[config.mk]
export PLATFORM = sky130hd
export DESIGN_NAME = alu_seq
export DESIGN_NICKNAME = d
export VERILOG_FILES = /design/src/rtl/alu_seq.sv
export SDC_FILE = /design/constraint.sdc
export NUM_CORES = 1
export LEC_CHECK = 0
export ABC_AREA = 1
export CELL_PAD_IN_SITES_DETAIL_PLACEMENT = 0
export CELL_PAD_IN_SITES_GLOBAL_PLACEMENT = 1
export CORE_ASPECT_RATIO = 1.25
export CORE_UTILIZATION = 35
export CTS_CLUSTER_DIAMETER = 60
export DETAILED_ROUTE_END_ITERATION = 8
export PLACE_DENSITY = 0.8
export SLEW_MARGIN = 20
export SYNTH_ARGS = -nofsm -noshare
export SYNTH_HDL_FRONTEND = slang
export SYNTH_SLANG_ARGS = --single-unit
[constraint.sdc]
create_clock -name clk -period 2.6 [get_ports clk]
set_input_delay 0.26 -clock clk [delete_from_list [all_inputs] [get_ports clk]]
set_output_delay 0.26 -clock clk [all_outputs]
set_load 0.05 [all_outputs]
[src/rtl/alu_seq.sv]
// Registered 6809 ALU: single-cycle arithmetic/logic/shift ops plus an
// iterative shift-add unsigned multiplier behind a start/busy/done handshake.
module alu_seq #(
    parameter int WIDTH  = 8,
    parameter int MUL_EN = 1
) (
    input  logic               clk,
    input  logic               reset_n,
    input  logic               start,
    input  logic [3:0]         op,
    input  logic               op7,
    input  logic               mul,
    input  logic [WIDTH-1:0]   a_in,
    input  logic [WIDTH-1:0]   b_in,
    input  logic               c_in,
    input  logic               v_in,
    input  logic               h_in,
    output logic               busy,
    output logic               done,
    output logic [2*WIDTH-1:0] result,
    output logic               c_out,
    output logic               z_out,
    output logic               n_out,
    output logic               v_out,
    output logic               h_out
);

    localparam int unsigned CW = $clog2(WIDTH + 1);
    localparam logic [CW-1:0]    CNT_INIT = CW'(WIDTH);
    localparam logic [CW-1:0]    CNT_ONE  = {{(CW-1){1'b0}}, 1'b1};
    localparam logic [WIDTH-1:0] ONE      = {{(WIDTH-1){1'b0}}, 1'b1};
    localparam logic [WIDTH-1:0] MSB_ONLY = {1'b1, {(WIDTH-1){1'b0}}};
    localparam logic [WIDTH-1:0] MAX_POS  = ~MSB_ONLY;

    typedef enum logic [0:0] {
        S_IDLE,
        S_MUL
    } state_t;

    typedef enum logic [4:0] {
        OP_NEG, OP_SUB, OP_CMP, OP_SBC, OP_COM,
        OP_LSR, OP_AND, OP_BIT, OP_ROR, OP_LD,
        OP_ASR, OP_ST,  OP_LSL, OP_EOR, OP_ROL,
        OP_ADC, OP_DEC, OP_ORA, OP_ADD, OP_INC,
        OP_TST, OP_CLR, OP_UND
    } alu_op_t;

    state_t               state_q, state_d;
    logic [CW-1:0]        cnt_q, cnt_d;
    logic [2*WIDTH-1:0]   mcand_q, mcand_d;
    logic [WIDTH-1:0]     mplier_q, mplier_d;
    logic [2*WIDTH-1:0]   acc_q, acc_d;
    logic [2*WIDTH-1:0]   result_q, result_d;
    logic                 done_q, done_d;
    logic                 c_q, c_d;
    logic                 z_q, z_d;
    logic                 n_q, n_d;
    logic                 v_q, v_d;
    logic                 h_q, h_d;

    alu_op_t              alu_op;
    logic [WIDTH:0]       sum_w;
    logic [WIDTH:0]       diff_w;
    logic                 add_ci;
    logic                 sub_bi;
    logic [WIDTH-1:0]     alu_r;
    logic                 alu_c;
    logic                 alu_v;
    logic                 alu_h;
    logic                 alu_n;
    logic                 alu_z;
    logic                 alu_upd;
    logic                 lsr_n0;
    logic                 mul_go;
    logic [2*WIDTH-1:0]   mul_sum;

    always_comb begin
        alu_op = OP_UND;
        case (op)
            4'h0:    alu_op = op7 ? OP_SUB : OP_NEG;
            4'h1:    alu_op = op7 ? OP_CMP : OP_UND;
            4'h2:    alu_op = op7 ? OP_SBC : OP_UND;
            4'h3:    alu_op = OP_COM;
            4'h4:    alu_op = op7 ? OP_AND : OP_LSR;
            4'h5:    alu_op = op7 ? OP_BIT : OP_UND;
            4'h6:    alu_op = op7 ? OP_LD  : OP_ROR;
            4'h7:    alu_op = op7 ? OP_ST  : OP_ASR;
            4'h8:    alu_op = op7 ? OP_EOR : OP_LSL;
            4'h9:    alu_op = op7 ? OP_ADC : OP_ROL;
            4'hA:    alu_op = op7 ? OP_ORA : OP_DEC;
            4'hB:    alu_op = op7 ? OP_ADD : OP_UND;
            4'hC:    alu_op = OP_INC;
            4'hD:    alu_op = OP_TST;
            4'hF:    alu_op = OP_CLR;
            default: alu_op = OP_UND;
        endcase
    end

    // Shared adder/subtractor, one bit wider so the top bit is carry/borrow.
    assign add_ci = (alu_op == OP_ADC) & c_in;
    assign sub_bi = (alu_op == OP_SBC) & c_in;
    assign sum_w  = {1'b0, a_in} + {1'b0, b_in} + {{WIDTH{1'b0}}, add_ci};
    assign diff_w = {1'b0, a_in} - {1'b0, b_in} - {{WIDTH{1'b0}}, sub_bi};

    always_comb begin
        alu_r   = a_in;
        alu_c   = c_in;
        alu_v   = 1'b0;
        alu_h   = h_in;
        alu_upd = 1'b1;
        lsr_n0  = 1'b0;
        case (alu_op)
            OP_NEG: begin
                alu_r = (~a_in) + ONE;
                alu_c = |a_in;
                alu_v = (a_in == MSB_ONLY);
            end
            OP_SUB, OP_CMP, OP_SBC: begin
                alu_r = diff_w[WIDTH-1:0];
                alu_c = diff_w[WIDTH];
                alu_v = (a_in[WIDTH-1] ^ b_in[WIDTH-1]) & (a_in[WIDTH-1] ^ diff_w[WIDTH-1]);
            end
            OP_ADD, OP_ADC: begin
                alu_r = sum_w[WIDTH-1:0];
                alu_c = sum_w[WIDTH];
                alu_v = (a_in[WIDTH-1] ~^ b_in[WIDTH-1]) & (a_in[WIDTH-1] ^ sum_w[WIDTH-1]);
                if (WIDTH == 8) begin
                    alu_h = a_in[4] ^ b_in[4] ^ sum_w[4];
                end
            end
            OP_COM: begin
                alu_r = ~a_in;
                alu_c = 1'b1;
            end
            OP_LSR: begin
                alu_r  = {1'b0, a_in[WIDTH-1:1]};
                alu_c  = a_in[0];
                alu_v  = v_in;
                lsr_n0 = 1'b1;
            end
            OP_ASR: begin
                alu_r = {a_in[WIDTH-1], a_in[WIDTH-1:1]};
                alu_c = a_in[0];
                alu_v = v_in;
            end
            OP_ROR: begin
                alu_r = {c_in, a_in[WIDTH-1:1]};
                alu_c = a_in[0];
                alu_v = v_in;
            end
            // N is the old bit WIDTH-2 and C the old msb, so V = N^C.
            OP_LSL: begin
                alu_r = {a_in[WIDTH-2:0], 1'b0};
                alu_c = a_in[WIDTH-1];
                alu_v = a_in[WIDTH-2] ^ a_in[WIDTH-1];
            end
            OP_ROL: begin
                alu_r = {a_in[WIDTH-2:0], c_in};
                alu_c = a_in[WIDTH-1];
                alu_v = a_in[WIDTH-2] ^ a_in[WIDTH-1];
            end
            OP_AND, OP_BIT: alu_r = a_in & b_in;
            OP_EOR:         alu_r = a_in ^ b_in;
            OP_ORA:         alu_r = a_in | b_in;
            OP_LD:          alu_r = b_in;
            OP_ST, OP_TST:  alu_r = a_in;
            OP_INC: begin
                alu_r = a_in + ONE;
                alu_v = (a_in == MAX_POS);
            end
            OP_DEC: begin
                alu_r = a_in - ONE;
                alu_v = (a_in == MSB_ONLY);
            end
            OP_CLR: begin
                alu_r = '0;
                alu_c = 1'b0;
            end
            default: alu_upd = 1'b0;
        endcase
        alu_n = lsr_n0 ? 1'b0 : alu_r[WIDTH-1];
        alu_z = (alu_r == '0);
    end

    assign mul_go  = (MUL_EN != 0) && mul;
    assign mul_sum = acc_q + (mplier_q[0] ? mcand_q : '0);

    always_comb begin
        state_d  = state_q;
        cnt_d    = cnt_q;
        mcand_d  = mcand_q;
        mplier_d = mplier_q;
        acc_d    = acc_q;
        result_d = result_q;
        done_d   = 1'b0;
        c_d      = c_q;
        z_d      = z_q;
        n_d      = n_q;
        v_d      = v_q;
        h_d      = h_q;
        case (state_q)
            S_IDLE: begin
                if (start) begin
                    if (mul_go) begin
                        mcand_d  = {{WIDTH{1'b0}}, a_in};
                        mplier_d = b_in;
                        acc_d    = '0;
                        cnt_d    = CNT_INIT;
                        state_d  = S_MUL;
                    end else begin
                        done_d   = 1'b1;
                        result_d = {{WIDTH{1'b0}}, alu_r};
                        if (alu_upd) begin
                            c_d = alu_c;
                            z_d = alu_z;
                            n_d = alu_n;
                            v_d = alu_v;
                            h_d = alu_h;
                        end
                    end
                end
            end
            // N, V and H are left untouched for the whole multiply.
            S_MUL: begin
                acc_d    = mul_sum;
                mcand_d  = mcand_q << 1;
                mplier_d = mplier_q >> 1;
                cnt_d    = cnt_q - CNT_ONE;
                if (cnt_q == CNT_ONE) begin
                    state_d  = S_IDLE;
                    done_d   = 1'b1;
                    result_d = mul_sum;
                    c_d      = mul_sum[WIDTH-1];
                    z_d      = (mul_sum == '0);
                end
            end
            default: state_d = S_IDLE;
        endcase
    end

    always_ff @(posedge clk or negedge reset_n) begin
        if (!reset_n) begin
            state_q  <= S_IDLE;
            cnt_q    <= '0;
            mcand_q  <= '0;
            mplier_q <= '0;
            acc_q    <= '0;
            result_q <= '0;
            done_q   <= 1'b0;
            c_q      <= 1'b0;
            z_q      <= 1'b0;
            n_q      <= 1'b0;
            v_q      <= 1'b0;
            h_q      <= 1'b0;
        end else begin
            state_q  <= state_d;
            cnt_q    <= cnt_d;
            mcand_q  <= mcand_d;
            mplier_q <= mplier_d;
            acc_q    <= acc_d;
            result_q <= result_d;
            done_q   <= done_d;
            c_q      <= c_d;
            z_q      <= z_d;
            n_q      <= n_d;
            v_q      <= v_d;
            h_q      <= h_d;
        end
    end

    assign busy   = (state_q == S_MUL);
    assign done   = done_q;
    assign result = result_q;
    assign c_out  = c_q;
    assign z_out  = z_q;
    assign n_out  = n_q;
    assign v_out  = v_q;
    assign h_out  = h_q;

endmodule

==> flow_summary.rst <==
.. list-table::
   :header-rows: 1

   * - Metric
     - Value
   * - Status
     - finished, violations left
   * - Violated checks
     - setup timing
   * - Fraction of the yosys area taken by sequential cells
     - 26.9%
   * - Longest Clk Path Bufs
     - 2
   * - Die H
     - 151 um
   * - Total clock buffers created by CTS
     - 9
   * - Final core utilization
     - 55.3%
   * - Number of flops mapped to enable cells by yosys
     - 0
   * - Post-synthesis instance area
     - 6230 um2
   * - Final min period
     - 2.77 ns
   * - Antenna violations before repair
     - 0
   * - CTS root buffer
     - sky130_fd_sc_hd__clkbuf_16
   * - Final critical-path setup slack
     - -0.169 ns
   * - Largest net degree at the start of global routing
     - 30
   * - TritonCTS clock tree
     - done
   * - Number of primary I/O pins
     - 51
   * - HPWL reported at the end of detailed placement
     - 17400 um
   * - Number of DRC markers after the initial detailed-route iteration
     - 330
   * - Top cells by area, synth
     - sky130_fd_sc_hd__dfrtp_1, sky130_fd_sc_hd__nand2_1, sky130_fd_sc_hd__ha_1
   * - # DRC
     - 0
   * - Setup Total Neg Slack
     - -0.502 ns
   * - Total of buffers placed on input and output ports
     - 50
   * - Average routed wire per standard cell
     - 15.8 um
   * - Signal arrival time at the worst endpoint
     - 3.04 ns
   * - Post-route fraction of the period consumed by the critical path
     - 106%
   * - Setup-violating endpoint count in the final report
     - 6
   * - Synth Area per Inst
     - 6.86 um2
   * - Worst setup SP type
     - input pin
   * - Post-synthesis instance total
     - 908
   * - Sink count of the clock tree
     - 67
   * - Data required time of the worst path
     - 2.87 ns
   * - Worst flop-to-flop path startpoint
     - mplier_q[0]
   * - Category of the worst setup path capture point
     - flop
   * - Post-synth ARST share
     - 100%
   * - Clock edge transition at the registers on the reported setup and hold paths
     - 0.05 ns
   * - Syn-to-layout area delta
     - 54.8%
   * - # fillers
     - 1649
   * - Main flop type after synthesis
     - sky130_fd_sc_hd__dfrtp_1
   * - Crit path from
     - op[0]
   * - Hold path startpoint
     - b_in[0]
   * - N_diodes
     - 0
   * - Via total after detailed routing
     - 6989
   * - Crit path kind
     - in -> reg
   * - Initial Util
     - 35.7%
   * - Fraction of layout instances using a drive strength above 1
     - 34.8%
   * - Worst min-delay path category
     - in -> reg
   * - Power density over the cells
     - 936 nW/um2
   * - Actual transition at the worst max-transition pin
     - 0.682 ns
   * - Count of yosys warnings during synthesis
     - 0
   * - Portion of synthesized cell area occupied by the leading cell type
     - 26.9%
   * - Number of vias per cell after detailed routing
     - 4.96
   * - Worst slew margin relative to its limit
     - 54.5%
   * - Row count
     - 54
   * - Number of global-route vias before repair
     - 7095
   * - Final Max Tran Viols
     - 0
   * - Critical-path maximum fanout
     - 4
   * - Unrepaired setup endpoints after global routing
     - yes
   * - Residual overflow from global routing
     - 0
   * - Unique cell type count in the Yosys netlist
     - 51
   * - Total core area
     - 17400 um2
   * - Highest clock rate
     - 361 MHz
   * - Top library cells by usage in the layout, fill and taps aside
     - sky130_fd_sc_hd__buf_4, sky130_fd_sc_hd__nand2_1, sky130_fd_sc_hd__inv_1
   * - Biggest area consumer among synthesized cells
     - sky130_fd_sc_hd__dfrtp_1
   * - Number of nets in the layout
     - 1270
   * - Synthesized net count
     - 997
   * - Minimum hold slack
     - 0.423 ns
   * - Horizontal die dimension
     - 121 um
   * - Leakage power figure
     - 5.04 nW
   * - Antenna Nets Post-Route
     - 0
   * - Insertion delay to the later sink of the worst-skew pair
     - 0.34 ns
   * - Skew final
     - 0.00849 ns
   * - DIE AREA
     - 18300 um2
   * - Peak VDD IR
     - 0.512 mV
   * - H-Tree Depth
     - 3
   * - Total detailed-routing wirelength
     - 22300 um
   * - Number of search-and-repair iterations in the first detailed-routing pass
     - 5
   * - Worst setup slack before clock tree synthesis
     - -1.03 ns
   * - Global-route wire length before repair
     - 35300 um
   * - Placer Congestion
     - 1.03
   * - Most common cell after layout, fill and taps aside
     - sky130_fd_sc_hd__buf_4
   * - Total global routing track utilization
     - 25.1%
   * - Count of state elements after synthesis
     - 67
   * - Hold violation total from the final report
     - 0
   * - Number of max-cap violations
     - 0
-- final timing paths --
kind,endpoint,slack (ns),cells after the start
worst max-delay path,z_out,-0.17,25
min in group asynchronous,result[1],0.45,2
worst min register to register,result[9],0.48,2
worst max register to register,z_out,-0.16,18
worst min-delay path,mplier_q[0],0.42,4
max in group asynchronous,mplier_q[0],1.33,3
-- repair_timing --
item | in CTS | in global routing
setup endpoints to repair | 23 | 20
resized for setup | 92 | 82
pin swaps | 62 | 74
cloned | 0 | 0
buffers inserted | 21 | 13
hold buffers | 1 | 0
endpoints found under the hold margin | 22 | 0
-- worst max-delay path, cell delays in order --
cell	delay [ns]
sky130_fd_sc_hd__buf_8	0.10
sky130_fd_sc_hd__buf_6	0.12
sky130_fd_sc_hd__nor2_4	0.10
sky130_fd_sc_hd__nand2_1	0.07
sky130_fd_sc_hd__nor2_2	0.15
sky130_fd_sc_hd__nand2_2	0.08
sky130_fd_sc_hd__fa_2	0.39
sky130_fd_sc_hd__fa_2	0.37
sky130_fd_sc_hd__nor2_2	0.11
sky130_fd_sc_hd__o21bai_1	0.10
sky130_fd_sc_hd__nand2_1	0.09
sky130_fd_sc_hd__nand2_1	0.06
sky130_fd_sc_hd__a21oi_2	0.14
sky130_fd_sc_hd__nand2_1	0.07
sky130_fd_sc_hd__nand3_1	0.06
sky130_fd_sc_hd__nand2_1	0.08
sky130_fd_sc_hd__nor2_2	0.10
sky130_fd_sc_hd__nand2_1	0.07
sky130_fd_sc_hd__nor2_1	0.10
sky130_fd_sc_hd__nand2_1	0.06
sky130_fd_sc_hd__nor2_1	0.09
sky130_fd_sc_hd__nand3_1	0.07
sky130_fd_sc_hd__nand2_1	0.08
sky130_fd_sc_hd__nand2_1	0.05
sky130_fd_sc_hd__nand2_1	0.05
-- state kept, by name, indices dropped and copies added (netlist names) --
name,flops
n_out,1
cnt_q,4
z_out,1
v_out,1
mplier_q,8
mcand_q,16
result,16
done,1
c_out,1
h_out,1
busy,1
acc_q,16
-- cells by family (layout without fill, tap and decap cells) --
kind of cell | Yosys count | count (layout) | synth area share [%]
XOR/XNOR | 30 | 30 | 4.22
adder cells (fa/ha/maj) | 61 | 61 | 13.0
AO/OA/AOI/OAI | 148 | 148 | 14.1
AND/OR/NAND/NOR | 441 | 441 | 32.0
buffers and inverters | 161 | 438 | 9.78
flip-flops | 67 | 67 | 26.9
-- metrics by stage --
| stage | power [mW] | area [um2] | std cells |
|---|---|---|---|
| after floorplan | 5.11 | 6370 | 908 |
| after global placement | 7.16 | 8570 | 1362 |
| after detailed placement | 7.26 | 8570 | 1362 |
| after CTS | 8.72 | 9270 | 1398 |
| after global routing | 9.76 | 9640 | 1409 |
| final | 9.03 | 9640 | 1409 |
-- metal layers --
layer	up-vias	GRT usage (%)	part of all wire, %
met5	-	0	0
met4	0	15.3	5.5
met3	65	3.54	3.8
met2	149	45.3	52
met1	3269	27.7	39
li1	3506	-	-
-- cell type report --
type                    count  area, um2  share of cell area [%]
multi-input cells         680       4520                    46.9
repair buffers            284       2340                    24.2
flip-flops and latches     67       1680                    17.4
inverters                 139        534                    5.54
well taps                 224        280                    2.91
clock buffers               9        225                    2.34
clock inverters             6       66.3                   0.688
-- synth_stat cells, types with 4 or more instances --
cell	number
sky130_fd_sc_hd__xnor2_1	10
sky130_fd_sc_hd__nand2_1	219
sky130_fd_sc_hd__inv_2	5
sky130_fd_sc_hd__nand2_2	6
sky130_fd_sc_hd__o22ai_1	25
sky130_fd_sc_hd__nand3_2	4
sky130_fd_sc_hd__or2_2	10
sky130_fd_sc_hd__a31oi_1	9
sky130_fd_sc_hd__nor3_1	9
sky130_fd_sc_hd__ha_1	55
sky130_fd_sc_hd__dfrtp_1	67
sky130_fd_sc_hd__o211ai_1	4
sky130_fd_sc_hd__xor2_1	20
sky130_fd_sc_hd__nand2_4	4
sky130_fd_sc_hd__clkbuf_1	20
sky130_fd_sc_hd__o21ai_0	38
sky130_fd_sc_hd__nor4_1	6
sky130_fd_sc_hd__a22oi_1	4
sky130_fd_sc_hd__nand4_1	15
sky130_fd_sc_hd__nor2_1	105
sky130_fd_sc_hd__nand3_1	47
sky130_fd_sc_hd__inv_1	133
sky130_fd_sc_hd__fa_1	6
sky130_fd_sc_hd__a21oi_1	45
-- power by group --
group	leakage (nW)	internal [mW]	switching (mW)
Combinational	4.09	2.67	3.27
Sequential	0.819	1.56	0.318
Clock	0.134	0.737	0.462
Total	5.04	4.97	4.05
Note: power is estimated with default switching activity, not from simulation.
